`src/rtl/gyro_heading_integrator.sv`:
```
// gyro_heading_integrator
// Assembles signed 16-bit Z-rate samples from the gyro byte stream (MSB then
// LSB), averages the first 2^CALIB_LOG2 samples into a zero-rate bias, then
// integrates bias-corrected, saturated rate into a wrapping heading.
// Optional build macro: GYRO_DEADBAND_EN forces |rate| <= DEADBAND to zero.
module gyro_heading_integrator #(
  parameter int CALIB_LOG2 = 4,
  parameter int ACC_W      = 32,
  parameter int DEADBAND   = 8
) (
  input  logic             clk,
  input  logic             rst,
  input  logic             byte_valid_i,
  input  logic [7:0]       byte_data_i,
  input  logic             frame_start_i,
  input  logic             zero_heading_i,
  output logic [15:0]      rate_out_o,
  output logic [ACC_W-1:0] heading_o,
  output logic             heading_valid_o,
  output logic             calib_done_o,
  output logic             byte_err_o
);

  localparam int SUM_W = 16 + CALIB_LOG2;

  typedef enum logic { WAIT_MSB = 1'b0, WAIT_LSB = 1'b1 } asm_state_e;
  typedef enum logic { CALIB = 1'b0, RUN = 1'b1 } main_state_e;

  // Byte assembler state
  asm_state_e       asm_state_q;
  logic [7:0]       msb_q;
  logic [15:0]      word_q;
  logic             word_vld_q;
  logic             byte_err_q;

  // Calibration / integration state
  main_state_e             main_state_q;
  logic signed [SUM_W-1:0] sum_q;
  logic [CALIB_LOG2-1:0]   cnt_q;
  logic [15:0]             bias_q;
  logic [15:0]             rate_q;
  logic [ACC_W-1:0]        heading_q;
  logic                    heading_valid_q;
  logic                    calib_done_q;

  // Combinational datapath results
  logic signed [SUM_W-1:0] sum_d;
  logic [15:0]             bias_d;
  logic [16:0]             diff_s;
  logic [15:0]             sat_s;
  logic [15:0]             rate_d;
  logic [ACC_W-1:0]        heading_d;

`ifdef GYRO_DEADBAND_EN
  logic [16:0]             mag_s;
`else
  logic [31:0]             unused_deadband_s;
  assign unused_deadband_s = 32'(DEADBAND);
`endif

  // Byte assembler FSM: pairs MSB/LSB bytes into words, flags framing errors
  always_ff @(posedge clk) begin
    if (rst) begin
      asm_state_q <= WAIT_MSB;
      msb_q       <= 8'h00;
      word_q      <= 16'h0000;
      word_vld_q  <= 1'b0;
      byte_err_q  <= 1'b0;
    end else begin
      word_vld_q <= 1'b0;
      case (asm_state_q)
        WAIT_MSB: begin
          if (byte_valid_i) begin
            if (frame_start_i) begin
              msb_q       <= byte_data_i;
              asm_state_q <= WAIT_LSB;
            end else begin
              // stray LSB: drop the byte, remember the framing fault
              byte_err_q <= 1'b1;
            end
          end
        end
        WAIT_LSB: begin
          if (byte_valid_i) begin
            if (frame_start_i) begin
              // premature MSB restarts the frame with this byte
              byte_err_q <= 1'b1;
              msb_q      <= byte_data_i;
            end else begin
              word_q      <= {msb_q, byte_data_i};
              word_vld_q  <= 1'b1;
              asm_state_q <= WAIT_MSB;
            end
          end
        end
        default: asm_state_q <= WAIT_MSB;
      endcase
    end
  end

  // Bias sum, corrected/saturated rate and next heading for the current word
  always_comb begin
    sum_d     = sum_q + {{CALIB_LOG2{word_q[15]}}, word_q};
    bias_d    = 16'(sum_d >>> CALIB_LOG2);
    diff_s    = {word_q[15], word_q} - {bias_q[15], bias_q};
    sat_s     = diff_s[15:0];
    rate_d    = 16'h0000;
    heading_d = {ACC_W{1'b0}};
    case (diff_s[16:15])
      2'b01:   sat_s = 16'h7FFF;
      2'b10:   sat_s = 16'h8000;
      default: sat_s = diff_s[15:0];
    endcase
`ifdef GYRO_DEADBAND_EN
    if (sat_s[15]) begin
      mag_s = 17'h00000 - {1'b1, sat_s};
    end else begin
      mag_s = {1'b0, sat_s};
    end
    if (mag_s <= 17'(DEADBAND)) begin
      rate_d = 16'h0000;
    end else begin
      rate_d = sat_s;
    end
`else
    rate_d = sat_s;
`endif
    heading_d = heading_q + {{(ACC_W-16){rate_d[15]}}, rate_d};
  end

  // Main FSM: accumulate calibration samples, then integrate corrected rate
  always_ff @(posedge clk) begin
    if (rst) begin
      main_state_q    <= CALIB;
      sum_q           <= {SUM_W{1'b0}};
      cnt_q           <= {CALIB_LOG2{1'b0}};
      bias_q          <= 16'h0000;
      rate_q          <= 16'h0000;
      heading_q       <= {ACC_W{1'b0}};
      heading_valid_q <= 1'b0;
      calib_done_q    <= 1'b0;
    end else begin
      heading_valid_q <= 1'b0;
      case (main_state_q)
        CALIB: begin
          if (word_vld_q) begin
            sum_q <= sum_d;
            cnt_q <= cnt_q + CALIB_LOG2'(1);
            if (&cnt_q) begin
              bias_q       <= bias_d;
              calib_done_q <= 1'b1;
              main_state_q <= RUN;
            end
          end
        end
        RUN: begin
          if (word_vld_q) begin
            rate_q          <= rate_d;
            heading_valid_q <= 1'b1;
            // a coincident zero request discards this sample's contribution
            heading_q       <= zero_heading_i ? {ACC_W{1'b0}} : heading_d;
          end else if (zero_heading_i) begin
            heading_q <= {ACC_W{1'b0}};
          end
        end
        default: main_state_q <= CALIB;
      endcase
    end
  end

  assign rate_out_o      = rate_q;
  assign heading_o       = heading_q;
  assign heading_valid_o = heading_valid_q;
  assign calib_done_o    = calib_done_q;
  assign byte_err_o      = byte_err_q;

endmodule

```
`config.mk`:
```
export PLATFORM = sky130hd
export DESIGN_NAME = gyro_heading_integrator
export DESIGN_NICKNAME = d
export VERILOG_FILES = /design/src/rtl/gyro_heading_integrator.sv
export SDC_FILE = /design/constraint.sdc
export NUM_CORES = 1
export LEC_CHECK = 0
export ABC_AREA = 1
export CAP_MARGIN = 20
export CORE_MARGIN = 5
export CORE_UTILIZATION = 55
export DETAILED_ROUTE_END_ITERATION = 6
export GPL_TIMING_DRIVEN = 0
export MAX_ROUTING_LAYER = met4
export PLACE_DENSITY = 0.76
export SLEW_MARGIN = 20
export SYNTH_ARGS = -nofsm -noshare
export SYNTH_HDL_FRONTEND = slang
export SYNTH_SLANG_ARGS = --single-unit
```
`constraint.sdc`:
```
create_clock -name clk -period 4.9 [get_ports clk]
set_input_delay 0.49 -clock clk [delete_from_list [all_inputs] [get_ports clk]]
set_output_delay 0.49 -clock clk [all_outputs]
set_load 0.02 [all_outputs]
```
## After elaboration in Yosys (flattened, before gate mapping)

Index checks and enable logic that the tools add are counted.

| storage, ports and cells | value |
|---|---|
| bits in registers | 118 |
| input port bits | 13 |
| output and inout bits | 51 |
| word-level logic and storage cells | 58 |

| operators by class | value |
|---|---|
| add/subtract/negate cells | 4 |
| equality and inequality tests | 6 |
| muxes and demuxes | 20 |
| bitwise logic cells | 4 |
| reduce and logical (&&, ||, !) cells | 11 |

Operator list:

| kind | count |
|---|---|
| $mux 32 | 3 |
| $add 32x32->32 | 1 |
| $pmux 16 s2 | 1 |
| $add 20x20->20 | 1 |
| $sub 16x16->17 | 1 |
| $mux 8 | 2 |
| $mux 1 | 12 |
| $ne 2x2->1 const B | 4 |
| $reduce_and 2->1 | 4 |
| $reduce_and 4->1 | 2 |
| $reduce_and 6->1 | 1 |
| $add 4x1->4 const B | 1 |
| $not 1->1 | 4 |
| $pmux 1 s2 | 2 |
| $reduce_and 3->1 | 1 |
| $reduce_or 3->1 | 1 |
| $eq 2x1->1 const B | 1 |
| $eq 2x2->1 const B | 1 |
| $reduce_bool 2->1 | 1 |
| $reduce_or 2->1 | 1 |

## Logic depth before layout (Yosys ltp)

Gate-level depths: netlist of the first run.

| depth | value |
|---|---|
| depth after elaboration | 6 |
| mapped depth | 33 |
| gate-level depth less buffers | 32 |

## Worst setup path before layout of the first run

Ideal clock, no wire load.

| path | value |
|---|---|
| path kind | reg-to-reg |
| start | register word_q[0] |
| end | register heading_q[22], in the netlist heading_o[22] |
| setup time | 0.132 ns |
| arrival time | 3.529 ns |
| data required time | 4.768 ns |
| slack | 1.239 ns |
| stages on the path, launching flop included | 30 |
| path buffers | 1 |
| period minus slack after synthesis | 3.661 ns |
| path through | dfxtp_1 > inv_1 > ha_1 > inv_1 > fa_1 > nand2_1 > nand2_1 > nand3_1 > nand2_2 > nand2_2 > nand2_2 > nand2_2 > nand2_4 > inv_2 > nand2_4 > buf_6 > nand2_2 > nand2_1 > inv_1 > ha_1 > inv_1 > fa_1 > nor3_1 > nor2_1 > o21ai_0 > nand2_1 > nand2_1 > nand2_1 > nand3_1 > a21oi_1 |

| between the ends | value |
|---|---|
| cells in the longest elaborated chain, start to end | 6 |
| elaborated cells on any way between the ends | 7 |
| those cells by class | add/sub (2); eq/ne (2); mux (3) |

Ends and longest elaborated chain:

| item | line | text |
|---|---|---|
| start: declaration | 32 | `logic [15:0] word_q;` |
| start signal: assignment | 90 | `word_q <= {msb_q, byte_data_i};` |
| $sub 16x16->17 (*) | 105 | `diff_s = {word_q[15], word_q} - {bias_q[15], bias_q};` |
| $eq 2x2->1 / $eq 2x1->1 (equally long branches) | 109 | `case (diff_s[16:15])` |
| $pmux 16 s2 (*) | 109 |  |
| via rate_d[15] | 51 | `logic [15:0] rate_d;` |
| $add 32x32->32 (*) | 128 | `heading_d = heading_q + {{(ACC_W-16){rate_d[15]}}, rate_d};` |
| $mux 32 (*) | 161 | `heading_q <= zero_heading_i ? {ACC_W{1'b0}} : heading_d;` |
| $mux 32 (*) | 157 | `if (word_vld_q) begin` |
| end signal: assignment | 139 | `heading_q <= {ACC_W{1'b0}};` |
| end signal: assignment | 161 |  |
| end signal: assignment | 163 | `heading_q <= {ACC_W{1'b0}};` |
| end: declaration | 42 | `logic [ACC_W-1:0] heading_q;` |

Mark *: on every way through the listed nets, which the timed path passes. The rest lies on a longest branch.
A chain may end at the register's enable or synchronous reset.

## Worst setup path after layout of the first run

| path | value |
|---|---|
| start | register word_q[0] |
| end | register heading_q[30], in the netlist heading_o[30] |

The elaborated chain is that of the path after synthesis.

==> run metrics, run 1 <==
CTS tree=done; status=finished clean; vias in the first global route=7976; Multi-input gate area=5215 sq um; worst hold margin=0.4459 ns; I/O Buffers=63; Post-Syn Nets=1385; total grt overflow=0; HPWL Detailed=18710 microns; global-route wire length before repair=38270 microns; initial detailed-routing violation count=486; synth warn=0; Slew Viols, Final=0; CP max stage cell=o21ai_0; I/O pins=64; via count=8485; Core ar.=15090 sq um; post-synthesis sequential area ratio=28.17%; fillcell total=1426; final setup violation count=0; Num CTS Buffers=17; Pre-antenna DRT Iters=5; Pwr per Cell Area=287.7 nW/um^2; Synth Register Bits=118; Initial Util=55.57%; min-delay src=byte_err_o; Max Root-Sink Buffers=2; n_diodes=0; total of max-cap violations=0; RR Startpoint=word_q[0]; data arrival time of the worst path=4.82 ns; Cell Area, Synth=8386 sq um; Worst Tran Pin Value=0.6661 ns; Critical Path Start Type=register; Routed wire per std cell=15.07 microns; dpl cells=1546; Antenna Nets Post-Route=0; most frequent cells in the layout=290 x nand2_1, 175 x inv_1, 145 x a21oi_1; # hold bufs at CTS=0; Setup TNS=0 ns; relative slew slack=55.60%; initial antenna violation count=0; CP required=5.18 ns; Clock Skew=0.01349 ns; clk_lat worst skew=0.43 ns; leak pwr=4.760 nW; Die Area=17820 sq um; ratio of cells with drive above 1 in the final layout=6.547%; Post-CTS Setup Bufs=0; Mean Syn Cell Area=6.475 sq um; CTS Root Cell=clkbuf_16; critical path's most frequent cell=nand2_1; Die Y-Extent=133.5 microns; GP Congestion=0.9180; drt total wl=23790 microns; DR vias/cell=5.377; CP Launch Point=word_q[0]; sequential cell area=2362 sq um; CP max stage delay=0.48 ns; RSZ-0062 raised after global routing=false; layout net count=1467; DRC viols=0; maximum VDD drop=0.2401 mV; All-Layer GR Usage=27.31%; cts repair resizes=0; Final period util=92.63%; cells after synthesis=1295; htree depth=4; Sink Count=118; most common cell after layout, fill and taps aside=nand2_1; Clock Pin Slew Worst Setup and Hold Paths=0.06 ns; # rows=45; largest net degree at the start of global routing=20; min Tclk post-route=4.539 ns; Area growth syn-to-layout=17.10%; Hold WC Path Type=reg -> reg; CP Capture Type=register; critical path type=reg -> reg; Die Width=133.5 microns; count of cell types in the netlist=38; Hold Fails Final Rpt=0; final cell count without fillers=1578; Peak Freq=220.3 MHz; crit-path max FO=19
[worst paths after layout]
path,slack (ns),endpoint,depth (start not counted)
max,0.36,heading_o[30],29
min,0.45,byte_err_o,2
max reg2reg,0.36,heading_o[30],29
min reg2reg,0.45,byte_err_o,2
[per-stage QoR]
step                setup WS [ns]  utilization [%]  total power (W)  instance area, sq um
detailed placement         0.4789            61.31         0.001609                  9251
finish                     0.3611            65.07         0.002825                  9819
global route              0.06134            65.07         0.002950                  9819
floorplan                   1.239                -         0.001461                  8386
CTS                        0.4528            65.07         0.002825                  9819
global placement           0.5009            61.31         0.001600                  9251
[worst max-delay path, delay by kind of cell, from the launching register on]
kind,cells,cell delay [ns]
DFF,1,0.32
and+or+nand+nor,17,1.86
adders and majority gates,4,1.07
buffers and inverters,6,0.57
AOI/OAI and AO/OA,2,0.55
[power breakdown]
part / internal (W) / switching (W) / leakage, nW
sequential: 0.000972 / 0.0000107 / 0.953
combinational: 0.000210 / 0.000409 / 3.53
clock: 0.000709 / 0.000515 / 0.275
[kinds of logic after synthesis]
family,Yosys count,synth area share (%)
AO/OA/AOI/OAI,277,17.85
adder cells (fa/ha/maj),77,11.76
flip-flops,118,28.17
buffers and inverters,211,9.639
AND/OR/NAND/NOR,588,30.08
XOR/XNOR,24,2.507
[synthesized netlist by cell type]
cell | n | area, sq um
fa_1 | 3 | 60.06
nand4_1 | 6 | 37.54
o211ai_1 | 2 | 15.01
ha_1 | 74 | 925.9
a31oi_1 | 1 | 6.260
a21boi_0 | 1 | 7.510
or2_2 | 13 | 81.33
nor4_1 | 3 | 18.77
buf_1 | 2 | 7.510
o21ai_0 | 92 | 460.4
xnor2_1 | 11 | 96.34
inv_2 | 3 | 11.26
a21o_1 | 10 | 75.07
and2_1 | 3 | 18.77
xor2_1 | 13 | 113.9
o22ai_1 | 1 | 6.260
nand3b_1 | 8 | 60.06
o21bai_1 | 9 | 67.56
buf_2 | 1 | 5.000
a21oi_1 | 145 | 725.7
nor3_2 | 1 | 10.01
clkbuf_1 | 28 | 105.1
dfxtp_1 | 118 | 2362
nand2_2 | 22 | 137.6
inv_1 | 175 | 656.9
nor2_1 | 139 | 521.8
buf_6 | 2 | 22.52
a21oi_2 | 12 | 105.1
or2_1 | 1 | 6.260
nor3b_1 | 1 | 7.510
nand2_4 | 2 | 22.52
and3_1 | 1 | 6.260
nor3_1 | 11 | 55.05
nand3_2 | 3 | 30.03
nand3_1 | 84 | 420.4
o21ai_1 | 1 | 5.000
nand2_1 | 290 | 1089
o21a_1 | 3 | 22.52
[final cells by class]
type	instances	share of cell area, %
plain buffers	33	1.427
clock buffers	17	4.332
clock inverters	15	1.453
inverters	178	6.804
multi-input cells	966	53.11
flip-flops and latches	118	24.06
well taps	188	2.396
repair buffers	63	6.422
[sequential cells by signal, summed over array words and instances (netlist names), 4 cells and up, named ones only]
| name | cells |
|---|---|
| sum_q | 20 |
| heading_o | 32 |
| bias_q | 16 |
| cnt_q | 4 |
| msb_q | 8 |
| word_q | 16 |
| rate_out_o | 16 |
[layer usage]
layer	track usage [%]	vias to the layer above	wire length [microns]
li1	-	4376	-
met1	32.40	3862	10620
met2	47.21	202	11530
met3	3.588	45	975
met4	10.46	0	667
met5	-	-	0
(Power assumes the default switching activity.)
==> inputs of run 2 (changes only) <==
--- a/config.mk
+++ b/config.mk
@@ -5,7 +5,7 @@
 export SDC_FILE = /design/constraint.sdc
 export NUM_CORES = 1
 export LEC_CHECK = 0
-export ABC_AREA = 1
+export ABC_AREA = 0
 export CAP_MARGIN = 20
 export CORE_MARGIN = 5
 export CORE_UTILIZATION = 55
==> run 2 against run 1 <==
  * Combinational power decreased by 48%
  * Final cell count decreased by 23%
  * Wire length decreased by 17%
  * Setup slack got worse by 0.36 ns
  * First-iteration DRC count decreased by 2.7%
  * Sequential power decreased by 0.8%
  * Non-clock buffer count increased by 25
  * Clock-buffer cell count increased by 2
  * Sequential cell count unchanged
  * Via count decreased by 18%
  * Power decreased by 7.9%
==> run metrics, run 2 <==
status=finished clean (unchanged); DRC viols=0 (unchanged); I/O pins=64 (unchanged); crit-path max FO=6 (was 19); Hold WC Path Type=reg -> reg (unchanged); count of cell types in the netlist=68 (was 38); DR vias/cell=5.679 (was 5.377); total of max-cap violations=0 (unchanged); crit-path cells=inv_1, ha_2, nand2_1, nor2_1, a221oi_1, o21ai_1, a21oi_4, o21ai_2, mux2i_4, buf_6, nor2_1, ha_1, a21oi_2, nand2_2, a2111oi_4, a21oi_2, o22a_2, a221o_2, a221o_1, xor2_1, a22o_1; maximum VDD drop=0.1980 mV (was 0.2401 mV); CP Capture Type=register (unchanged); Internal Pwr Total=0.001928 W (was 0.001891 W); Buf/Inv on CP=2 (was 6); critical path type=reg -> reg (unchanged); via count=6923 (was 8485); # hold bufs at CTS=0 (unchanged); post-synth top area share=31.83% (was 28.17%); cells after synthesis=926 (was 1295); RR Startpoint=bias_q[9] (was word_q[0]); Pwr per Cell Area=279.1 nW/um^2 (was 287.7 nW/um^2); Area growth syn-to-layout=25.68% (was 17.10%); RSZ-0062 raised after global routing=true (was false); largest net degree at the start of global routing=17 (was 20); relative slew slack=36.61% (was 55.60%); initial antenna violation count=0 (unchanged); n_diodes=0 (unchanged); Min-Delay Endpoint=word_q[8] (was byte_err_o); CTS Root Cell=clkbuf_16 (unchanged); total grt overflow=0 (unchanged); Die Y-Extent=126.2 microns (was 133.5 microns); most frequent cells in the layout=141 x nand2_1, 111 x dfxtp_1, 95 x a21oi_1 (was 290 x nand2_1, 175 x inv_1, 145 x a21oi_1); cell with the most instances after synthesis=nand2_1 (unchanged); Sink Count=118 (unchanged); most common cell after layout, fill and taps aside=nand2_1 (unchanged); FF-to-FF End=heading_o[30] (unchanged); Clock Pin Slew Worst Setup and Hold Paths=0.06 ns (about the same); Peak Freq=204.1 MHz (was 220.3 MHz); Synth Register Bits=118 (unchanged); global-route wire length before repair=31620 microns (was 38270 microns); CP max stage cell=a2111oi_4 (was o21ai_0); Routed wire per std cell=16.17 microns (was 15.07 microns); Largest register FFs=32 (unchanged); I/O Buffers=63 (unchanged); min-delay src=msb_q[0] (was byte_err_o); Synth area leaders=dfxtp_1 32%, ha_1 12%, nand2_1 7.2% (was dfxtp_1 28%, nand2_1 13%, ha_1 11%); HPWL Detailed=14310 microns (was 18710 microns); P_sw=0.0006747 W (was 0.0009344 W); R2R depth=21 (was 29); post-synthesis async set-or-reset flop share=0% (unchanged); sequential share of power=37.4% (was 34.8%); Post-Syn Nets=1016 (was 1385); CP required=5.22 ns (was 5.18 ns); All-Layer GR Usage=24.89% (was 27.31%); clk_lat worst skew=0.43 ns (about the same); CP max stage delay=0.40 ns (was 0.48 ns); Hold Fails Final Rpt=0 (unchanged); Clock Skew=0.01069 ns (was 0.01349 ns); Initial Util=56.04% (was 55.57%); Antenna Nets Post-Route=0 (unchanged); htree depth=4 (unchanged); final cell count without fillers=1219 (was 1578); final setup violation count=0 (unchanged); synth warn=0 (unchanged); Worst Tran Pin Value=0.9436 ns (was 0.6661 ns); dpl cells=1166 (was 1546); Core ar.=13240 sq um (was 15090 sq um); Critical Path Start Type=register (unchanged); CTS tree=done (unchanged); most common flop cell mapped by yosys=dfxtp_1 (unchanged); Num CTS Buffers=17 (unchanged); Setup TNS=0 ns (unchanged); power share of the clock group=50.2% (was 43.3%); vias in the first global route=6544 (was 7976); leak pwr=3.899 nW (was 4.760 nW); # rows=42 (was 45); GP Congestion=0.9085 (was 0.9180); Cell Area, Synth=7421 sq um (was 8386 sq um); Final period util=99.99% (was 92.63%); WHS Path Cells=2 (unchanged); min Tclk post-route=4.899 ns (was 4.539 ns); Yosys top cell by area=dfxtp_1 (unchanged); ratio of cells with drive above 1 in the final layout=12.27% (was 6.547%); Max Root-Sink Buffers=2 (unchanged); Die Area=15920 sq um (was 17820 sq um); CP delay by family, top=compound AO/OA/AOI/OAI gates (was simple AND/OR/NAND/NOR gates); post-synthesis sequential area ratio=31.83% (was 28.17%); Slew Viols, Final=0 (unchanged); Synth top cells by count=142 x nand2_1, 118 x dfxtp_1, 104 x a21oi_1 (was 290 x nand2_1, 175 x inv_1, 145 x a21oi_1); combinational group share of total power=12.4% (was 21.9%); initial detailed-routing violation count=473 (was 486); Pre-antenna DRT Iters=5 (unchanged); Sw Ratio=25.92% (was 33.08%); Mean Syn Cell Area=8.014 sq um (was 6.475 sq um); Die Width=126.2 microns (was 133.5 microns); Worst R2R Setup Slack=0.0006 ns (was 0.36 ns); Post-synth EDFFs=0 (unchanged); layout net count=1120 (was 1467); drt total wl=19710 microns (was 23790 microns); data arrival time of the worst path=5.22 ns (was 4.82 ns)
==> run 2: cell types whose count changed after synthesis, moves of 13 or more <==
cell | previous run | this run
a21o_1 | 10 | 23
a21oi_1 | 145 | 104
a22o_1 | 0 | 13
a22oi_1 | 0 | 16
inv_1 | 175 | 37
nand2_1 | 290 | 142
nand2_2 | 22 | 1
nand3_1 | 84 | 20
nor2_1 | 139 | 85
o21ai_0 | 92 | 39
xnor2_1 | 11 | 39
==> run 2: per-layer routing <==
metal / up-vias / share of wire, % / GRT usage [%]
met2: 171 / 48 / 41.03
li1: 3514 / - / -
met5: - / 0 / -
met1: 3194 / 45 / 30.80
met3: 44 / 4.8 / 4.742
met4: 0 / 2.4 / 8.139
==> run 2: worst reg2reg max path: cells and delay by family, from the launching register on <==
family / cells / cell delay, ns
AOI/OAI and AO/OA: 11 / 2.46
buffers and inverters: 2 / 0.22
xor gates and xnor gates: 1 / 0.14
adders and majority gates: 2 / 0.70
muxes: 1 / 0.39
and+or+nand+nor: 4 / 0.54
DFF: 1 / 0.34
==> run 2: power by group through the flow <==
stage / clock [W] / sequential, W / combinational [W]
final: 0.00131 / 0.000974 / 0.000323
after global routing: 0.00137 / 0.000974 / 0.000355
after floorplan: 0 / 0.000994 / 0.000206
after CTS: 0.00132 / 0.000974 / 0.000298
after detailed placement: 0 / 0.000995 / 0.000278
after global placement: 0 / 0.000995 / 0.000272
==> run 2: logic make-up (layout without fill, tap and decap cells) <==
family / count (synthesis) / count (layout) / synth area share [%]
and+or+nand+nor: 318 / 318 / 18.95
AOI/OAI and AO/OA: 282 / 282 / 25.14
DFF: 118 / 118 / 31.83
adders and majority gates: 77 / 77 / 13.29
buffers and inverters: 73 / 190 / 3.709
xor gates and xnor gates: 55 / 55 / 6.491
muxes: 3 / 3 / 0.5901
==> run 2: what timing repair did <==
item	in CTS	in global routing
pin swaps	11	27
setup buffers	13	10
endpoints found under the setup margin	22	11
resized for setup	24	42
==> run 2: final cells by class <==
type                    instances  area (sq um)
clock buffers                  19         452.9
plain buffers                  34         146.4
inverters                      37         141.4
flip-flops and latches        118          2374
multi-input cells             735          5000
clock inverters                13         170.2
repair buffers                 87         822.0
fillers                      1096          3916
well taps                     176         220.2
==> run 2: per-stage QoR <==
stage / utilization [%] / area, sq um / power [W] / hold WS [ns] / setup slack, ns
2_1_floorplan: - / 7421 / 0.001200 / 0.4321 / 0.01296
3_3_place_gp: 62.46 / 8272 / 0.001266 / 0.4340 / -0.8935
3_5_place_dp: 62.58 / 8287 / 0.001272 / 0.4448 / -0.8748
4_1_cts: 68.78 / 9109 / 0.002591 / 0.4565 / -0.02858
5_1_grt: 70.43 / 9326 / 0.002698 / 0.4682 / -0.2151
6_report: 70.43 / 9326 / 0.002603 / 0.4534 / 0.0005977
==> run 2: how the worst max path moves through the flow <==
stage / startpoint / endpoint / cells after the start
floorplan: word_q[0] / heading_o[30] / 23
global placement: word_q[0] / heading_o[31] / 23
global route: bias_q[9] / heading_o[30] / 21
detailed placement: word_q[0] / heading_o[31] / 23
CTS: word_q[0] / heading_o[30] / 26
finish: bias_q[9] / heading_o[30] / 21
